`config.mk`:
```
export PLATFORM = sky130hd
export DESIGN_NAME = circ_buff_mul_arbiter
export DESIGN_NICKNAME = d
export VERILOG_FILES = /design/src/rtl/circ_buff_mul_arbiter.sv
export SDC_FILE = /design/constraint.sdc
export NUM_CORES = 1
export LEC_CHECK = 0
export ABC_AREA = 1
export CORE_ASPECT_RATIO = 0.8
export CORE_MARGIN = 1.5
export CORE_UTILIZATION = 45
export DETAILED_ROUTE_END_ITERATION = 6
export PLACE_DENSITY = 0.7
export SLEW_MARGIN = 10
export SYNTH_ARGS = -nofsm -noshare
export SYNTH_HDL_FRONTEND = slang
export SYNTH_SLANG_ARGS = --single-unit
```
`constraint.sdc`:
```
create_clock -name ap_clk -period 7.2 [get_ports ap_clk]
set_input_delay 1.44 -clock ap_clk [delete_from_list [all_inputs] [get_ports ap_clk]]
set_output_delay 1.44 -clock ap_clk [all_outputs]
set_load 0.005 [all_outputs]
```
`src/rtl/circ_buff_mul_arbiter.sv`:
```
// circ_buff_mul_arbiter
//   Several circular-buffer channels share one 8x16 unsigned multiplier to
//   form their address offsets (index x stride). Requests are arbitrated,
//   the winner's operands drive the multiplier, and the 24-bit product is
//   registered together with the winner's ID onto one valid/ready channel.
//
//   Build option: CIRC_BUFF_MUL_ARB_FIXED_PRIO_EN
//     defined   -> fixed priority, lowest asserted index wins (no rr_ptr)
//     undefined -> round-robin starting at rr_ptr
//
// Ports
//   ap_clk, ap_rst          clock, synchronous active-high reset
//   req_valid/req_ready     per-requester handshake (NUM_REQ bits)
//   req_a  [NUM_REQ*8-1:0]  operand A per requester, 8 bits each
//   req_b  [NUM_REQ*16-1:0] operand B per requester, 16 bits each
//   res_valid/res_ready     result handshake
//   res_data [23:0]         A x B
//   res_id   [ID_W-1:0]     requester that owns res_data

// Per-requester operand gate: a lane contributes its operands to the shared
// multiplier only when it holds the grant, so the lanes can be OR-combined.
module circ_buff_mul_arbiter_lane (
  input  logic        gnt,
  input  logic [7:0]  a,
  input  logic [15:0] b,
  output logic [7:0]  a_m,
  output logic [15:0] b_m
);
  assign a_m = gnt ? a : '0;
  assign b_m = gnt ? b : '0;
endmodule

module circ_buff_mul_arbiter #(
  parameter int NUM_REQ = 4,
  parameter int ID_W    = 2
) (
  input  logic                  ap_clk,
  input  logic                  ap_rst,
  input  logic [NUM_REQ-1:0]    req_valid,
  output logic [NUM_REQ-1:0]    req_ready,
  input  logic [NUM_REQ*8-1:0]  req_a,
  input  logic [NUM_REQ*16-1:0] req_b,
  output logic                  res_valid,
  input  logic                  res_ready,
  output logic [23:0]           res_data,
  output logic [ID_W-1:0]       res_id
);

  logic                       can_accept;
  logic                       found;
  logic                       accept;
  logic [ID_W-1:0]            gnt;
  logic [NUM_REQ-1:0]         gnt_oh;
  logic [NUM_REQ-1:0][7:0]    a_m;
  logic [NUM_REQ-1:0][15:0]   b_m;
  logic [7:0]                 mul_a;
  logic [15:0]                mul_b;
  logic [23:0]                prod;

  // Output register can take a new product if empty or draining this cycle.
  // Holding reset out of the grant keeps requests unaccepted during reset.
  assign can_accept = !ap_rst && (!res_valid || res_ready);

`ifdef CIRC_BUFF_MUL_ARB_FIXED_PRIO_EN
  // Descending scan: the last hit (lowest index) wins.
  always_comb begin
    found = 1'b0;
    gnt   = '0;
    for (int k = NUM_REQ-1; k >= 0; k--) begin
      if (req_valid[k]) begin
        found = 1'b1;
        gnt   = ID_W'(k);
      end
    end
  end
`else
  logic [ID_W-1:0] rr_ptr;
  logic [ID_W:0]   sum;

  // Scan offsets from the far end toward rr_ptr so the requester closest
  // to rr_ptr (going upward with wrap) is the final, winning assignment.
  always_comb begin
    found = 1'b0;
    gnt   = '0;
    sum   = '0;
    for (int k = NUM_REQ-1; k >= 0; k--) begin
      sum = {1'b0, rr_ptr} + (ID_W+1)'(k);
      if (sum >= (ID_W+1)'(NUM_REQ))
        sum = sum - (ID_W+1)'(NUM_REQ);
      if (req_valid[sum[ID_W-1:0]]) begin
        found = 1'b1;
        gnt   = sum[ID_W-1:0];
      end
    end
  end

  always_ff @(posedge ap_clk) begin
    if (ap_rst)
      rr_ptr <= '0;
    else if (accept)
      rr_ptr <= (gnt == ID_W'(NUM_REQ-1)) ? '0 : gnt + 1'b1;
  end
`endif

  always_comb begin
    gnt_oh = '0;
    if (found && can_accept)
      gnt_oh[gnt] = 1'b1;
  end

  assign req_ready = gnt_oh;
  assign accept    = |gnt_oh;

  // Shared multiplier: one-hot gated operands OR-combined into a single mux.
  for (genvar i = 0; i < NUM_REQ; i++) begin : g_lane
    circ_buff_mul_arbiter_lane u_lane (
      .gnt (gnt_oh[i]),
      .a   (req_a[8*i +: 8]),
      .b   (req_b[16*i +: 16]),
      .a_m (a_m[i]),
      .b_m (b_m[i])
    );
  end

  always_comb begin
    mul_a = '0;
    mul_b = '0;
    for (int k = 0; k < NUM_REQ; k++) begin
      mul_a = mul_a | a_m[k];
      mul_b = mul_b | b_m[k];
    end
  end

  assign prod = 24'(mul_a) * 24'(mul_b);

  // Single output stage; load and drain may coincide, so no bubble.
  always_ff @(posedge ap_clk) begin
    if (ap_rst) begin
      res_valid <= 1'b0;
      res_data  <= '0;
      res_id    <= '0;
    end else if (accept) begin
      res_valid <= 1'b1;
      res_data  <= prod;
      res_id    <= gnt;
    end else if (res_ready) begin
      res_valid <= 1'b0;
    end
  end

endmodule

```
==> results.toml, run 1 <==
[global_route]
grt_pass1_vias = 6625
grt_usage = 0.264
grt_max_degree = 34
antenna_found_initial = 0
grt_pass1_wl_mm = 31.2
grt_overflow_total = 0

[clock_network]
cts_buffers = 5
numClockSinks = 29
htree_num_levels = 2
cts_max_path_buffers = 2
clock_latency_ps = 270
path_clk_slew_ps = 50
cts-root-buf = "clkbuf_16"
tritoncts = "built"

[sta]
post-route-period-util = 0.958
finalSetupTns_ps = 0
final_max_slew_viol_count = 0
holdWs_ps = 482
finClkSkew_ps = 8.43
period_needed_ps = 6900
tightest_slew_ps = 565
max_freq_mhz = 145
setup-violations-final = 0
relSlewSlack = 0.622
hold_viol = 0

[drt]
wl_mm = 20.0
drc = 0
ant_nets = 0
via_per_inst = 5.04
drtPass1Iterations = 5
drt_iter0_markers = 499
route.vias.total = 6688
wire_per_inst_um = 15.1

[synth]
netlist_top_cells_area = "fa_1 27%, nand2_1 12%, ha_1 9.6%"
netlist_area_sq_um = 6240
synth_commonest_cells = "202 x nand2_1, 138 x inv_1, 133 x nor2_1"
yosysUniqueCellTypes = 38
syn_nets = 1110
synth_edf_count = 0
ys_seq_elements = 29
synth.yosys.seq_area_share = 0.0930
synthMostInstantiatedCell = "nand2_1"
synth_top_area_share = 0.270
synth_top_area_cell = "fa_1"
syn_area_per_cell_sq_um = 7.13
yosysWarnings = 0
syn_inst = 875
ys.flop_type = "dfxtp_1"
synthArstFlopShare = 0

[critical_path]
slowest_delay_ps = 550
endpoint_kind = "flip-flop"
worstSetupStartpointType = "primary input"
reg2reg_slack_ps = 1000
r2r_end = "res_data[22]$_SDFFE_PP0P_"
path_buf_inv = 12
arrival_ps = 7060
worstPathRequired_ps = 7360
path_class = "primary input to flip-flop"
cp_max_fo = 6
rr_worst_depth = 36
cpMaxStageDelayCell = "fa_1"
reg2reg_from = "rr_ptr[0]$_SDFFE_PP0P_"
path_delay_family = "adder cells"

[cells_and_area]
drive_gt1_frac = 0.266
fill_cells = 1101
fin_area_sq_um = 9490
final_net_count = 1380
area_growth_pct = 52.1
num_antenna_cells = 0

[job]
maxCapViolations = 0

[placement]
placed_cell_area_sq_um = 8500
port_buffers = 133
dp_hpwl_mm = 14.9
place.gp.congestion = 0.936

[floorplan]
rows = 38
die_h_um = 108
core_sq_um = 13600
io_pins = 134
die_w_um = 135
start_util = 0.460
die-area_sq_um = 14600

[min_path]
min_path_type = "flip-flop to flip-flop"
min_to = "res_data[15]$_SDFFE_PP0P_"
holdPathStages = 2
min_from = "res_data[15]$_SDFFE_PP0P_"

[run_status]
status = "finished clean"
==> state kept, by name, indices dropped and copies added (netlist names) <==
signal	cells
res_valid	1
res_id	2
res_data	24
rr_ptr	2
==> stage by stage <==
step | cells | utilization | setup slack [ps]
after floorplan | 875 | - | 447
after global placement | 1285 | 0.627 | -387
after detailed placement | 1285 | 0.627 | -493
after CTS | 1298 | 0.650 | 18.3
after global routing | 1326 | 0.700 | -11.3
final | 1326 | 0.700 | 300
==> area by class of cell <==
class,count,area (sq um),area share
multi-input combinational,664,5310,0.559
clock buffer,7,153,0.0161
tap,180,225,0.0237
inverter,152,606,0.0638
timing repair inverter,2,12.5,0.00132
sequential,29,581,0.0612
timing repair buffer,291,2600,0.274
clock inverter,1,5.00,0.000527
==> what timing repair did <==
action / in CTS / in global routing
hold endpoints to repair: 0 / 0
hold buffers: 0 / 0
resized for setup: 34 / 109
gates cloned: 1 / 6
pin swaps: 6 / 39
buffers inserted: 4 / 22
endpoints found under the setup margin: 14 / 17
==> worst register-to-register path, delay by kind of cell (launching register included) <==
kind            cells  cell delay, ps
buf+inv            12            1240
simple gates       17            1580
fa+ha+maj           6            2550
compound gates      1             170
flops               1             550
==> cell families after synthesis <==
logic type,share of synthesized area
fa+ha+maj,0.366
buf+inv,0.138
simple gates,0.298
xor+xnor,0.0225
compound gates,0.0834
flops,0.0930
==> worst max-delay path by stage <==
stage | cells past startpoint | endpoint | from | slack, ps
3_3_place_gp | 33 | res_data[22]$_SDFFE_PP0P_ | req_valid[1] | -390
3_5_place_dp | 39 | res_data[20]$_SDFFE_PP0P_ | req_valid[1] | -490
5_1_grt | 36 | res_data[22]$_SDFFE_PP0P_ | req_valid[0] | -10
6_report | 36 | res_data[22]$_SDFFE_PP0P_ | req_valid[1] | 300
2_1_floorplan | 37 | res_data[20]$_SDFFE_PP0P_ | req_valid[3] | 450
4_1_cts | 39 | res_data[20]$_SDFFE_PP0P_ | req_valid[1] | 20
==> cells in the final DEF (no fill, tap or decap), types with 8 or more instances in the layout <==
master	instances
dfxtp_1	29
clkdlybuf4s50_1	129
o21ai_0	8
o21ai_1	9
inv_2	10
a21oi_1	33
fa_1	81
buf_4	148
nor2_4	11
ha_1	33
nand3_1	45
xor2_1	13
inv_1	133
nor2_1	110
nand4_1	18
inv_4	8
a21oi_2	9
nand2_1	184
a21oi_4	10
nand2_2	24
ha_4	12
nor2_2	21
==> per-layer routing <==
metal / vias to the layer above / track usage / part of all wire
met5: - / 0 / 0
met4: 0 / 0.0215 / 0.0088
met3: 19 / 0.0455 / 0.063
met2: 228 / 0.452 / 0.48
met1: 3190 / 0.366 / 0.45
li1: 3251 / - / -
Power of run 1 is left out: the tool's default activity adds up to more than one toggle a clock period on the data nets, which glitch-free logic cannot reach.
==> inputs of run 2 (changes only) <==
--- a/config.mk
+++ b/config.mk
@@ -7,7 +7,7 @@
 export LEC_CHECK = 0
 export ABC_AREA = 1
 export CORE_ASPECT_RATIO = 0.8
-export CORE_MARGIN = 1.5
+export CORE_MARGIN = 2
 export CORE_UTILIZATION = 45
 export DETAILED_ROUTE_END_ITERATION = 6
 export PLACE_DENSITY = 0.7
==> results.toml, run 2 (synthesis gave the netlist of run 1 again) <==
[critical_path]
slowest_delay_ps = 550
cpMaxStageDelayCell = "fa_1"
cp_max_fo = 11
arrival_ps = 7090
endpoint_kind = "flip-flop"
path_class = "primary input to flip-flop"
worstSetupStartpointType = "primary input"
worstPathRequired_ps = 7400
path_common_cell = "nand2_2"

[global_route]
grt_pass1_wl_mm = 30.6
grt_overflow_total = 0
antenna_found_initial = 0
grt_pass1_vias = 6606
grt_max_degree = 34
grt_usage = 0.256

[run_status]
status = "finished clean"

[cells_and_area]
area_growth_pct = 54.3
final_cell_mix = "176 x nand2_1, 146 x buf_4, 131 x inv_1, 129 x clkdlybuf4s50_1, 100 x nor2_1"
reg_top3 = "res_data x24, res_id x2, rr_ptr x2"
regMostFlops = "res_data"
post-route-util = 0.711
largest_register_ffs = 24
final_common_cell = "nand2_1"
drive_gt1_frac = 0.284
final_net_count = 1384
multi_input_area_sq_um = 5420
fill_cells = 1064
num_antenna_cells = 0
regArea_sq_um = 581

[clock_network]
path_clk_slew_ps = 40
htree_num_levels = 2
cts_buffers = 5
clock_latency_ps = 270
holdBufCountCts = 0
cts-root-buf = "clkbuf_16"
numClockSinks = 29
tritoncts = "built"
cts_max_path_buffers = 2

[drt]
wl_mm = 20.8
via_per_inst = 5.13
ant_nets = 0
drt_iter0_markers = 523
drtPass1Iterations = 5
drc = 0
wire_per_inst_um = 15.6
route.vias.total = 6825

[floorplan]
die_w_um = 136
die-area_sq_um = 14800
io_pins = 134
start_util = 0.460
rows = 38
die_h_um = 109
core_sq_um = 13600

[sta]
relSlewSlack = 0.602
period_needed_ps = 6890
tightest_slew_ps = 594
post-route-period-util = 0.956
setup-violations-final = 0
max_freq_mhz = 145
holdWs_ps = 482
final_max_slew_viol_count = 0
finClkSkew_ps = 2.53
hold_viol = 0

[placement]
dp_hpwl_mm = 14.9
port_buffers = 133
place.gp.congestion = 0.956

[min_path]
min_path_type = "flip-flop to flip-flop"

[job]
maxCapViolations = 0
-- run 2: cell count changes in the layout (fill, tap and decap cells not counted), moves of 3 or more --
cell / before / now
nor2_1: 110 / 100
nand3_1: 45 / 42
nand2_1: 184 / 176
nor2_2: 21 / 30
clkbuf_1: 0 / 3
nand2_2: 24 / 30
-- run 2: cell type report --
type / count / share of cell area
multi-input cells: 664 / 0.562
repair buffers: 290 / 0.270
inverters: 152 / 0.0645
flip-flops and latches: 29 / 0.0603
well taps: 180 / 0.0234
clock buffers: 8 / 0.0142
repair inverters: 7 / 0.00546
-- run 2: worst paths after layout --
kind,start,endpoint,slack (ps),cells after the start
setup reg to reg,rr_ptr[0]$_SDFFE_PP0P_,res_data[10]$_SDFFE_PP0P_,980,36
hold reg to reg,res_data[10]$_SDFFE_PP0P_,res_data[10]$_SDFFE_PP0P_,480,2
hold / removal,res_data[10]$_SDFFE_PP0P_,res_data[10]$_SDFFE_PP0P_,480,2
setup / recovery,req_valid[1],res_data[10]$_SDFFE_PP0P_,310,36
-- run 2: per-stage QoR --
step                cells  TNS (ps)  area [sq um]  worst slack [ps]
global placement     1279     -4960          8450              -449
global route         1330      -244          9630             -57.4
floorplan             875         0          6240               447
detailed placement   1279     -7530          8450              -596
CTS                  1293         0          8680              6.37
finish               1330         0          9630               315
-- run 2: metal layers --
| metal | part of all wire | vias to the layer above | wire length [um] | GRT usage |
|---|---|---|---|---|
| met4 | 0.019 | 0 | 403 | 0.0409 |
| met2 | 0.47 | 263 | 9820 | 0.427 |
| met1 | 0.43 | 3258 | 8850 | 0.345 |
| met5 | 0 | - | 0 | 0 |
| li1 | - | 3261 | - | - |
| met3 | 0.082 | 43 | 1710 | 0.0622 |
-- run 2: what timing repair did --
action	in CTS	in global routing
resized for setup	19	171
setup buffers	5	27
pin swaps	2	44
cloned	1	10
endpoints found under the setup margin	14	16
-- run 2: worst max-delay path, delay by kind of cell --
kind                     cells  cell delay, ps
buffers and inverters       13            1340
XOR/XNOR                     1             120
AO/OA/AOI/OAI                4             650
adder cells (fa/ha/maj)      6            2550
AND/OR/NAND/NOR             12             970
Power of run 2 is left out for the same reason.
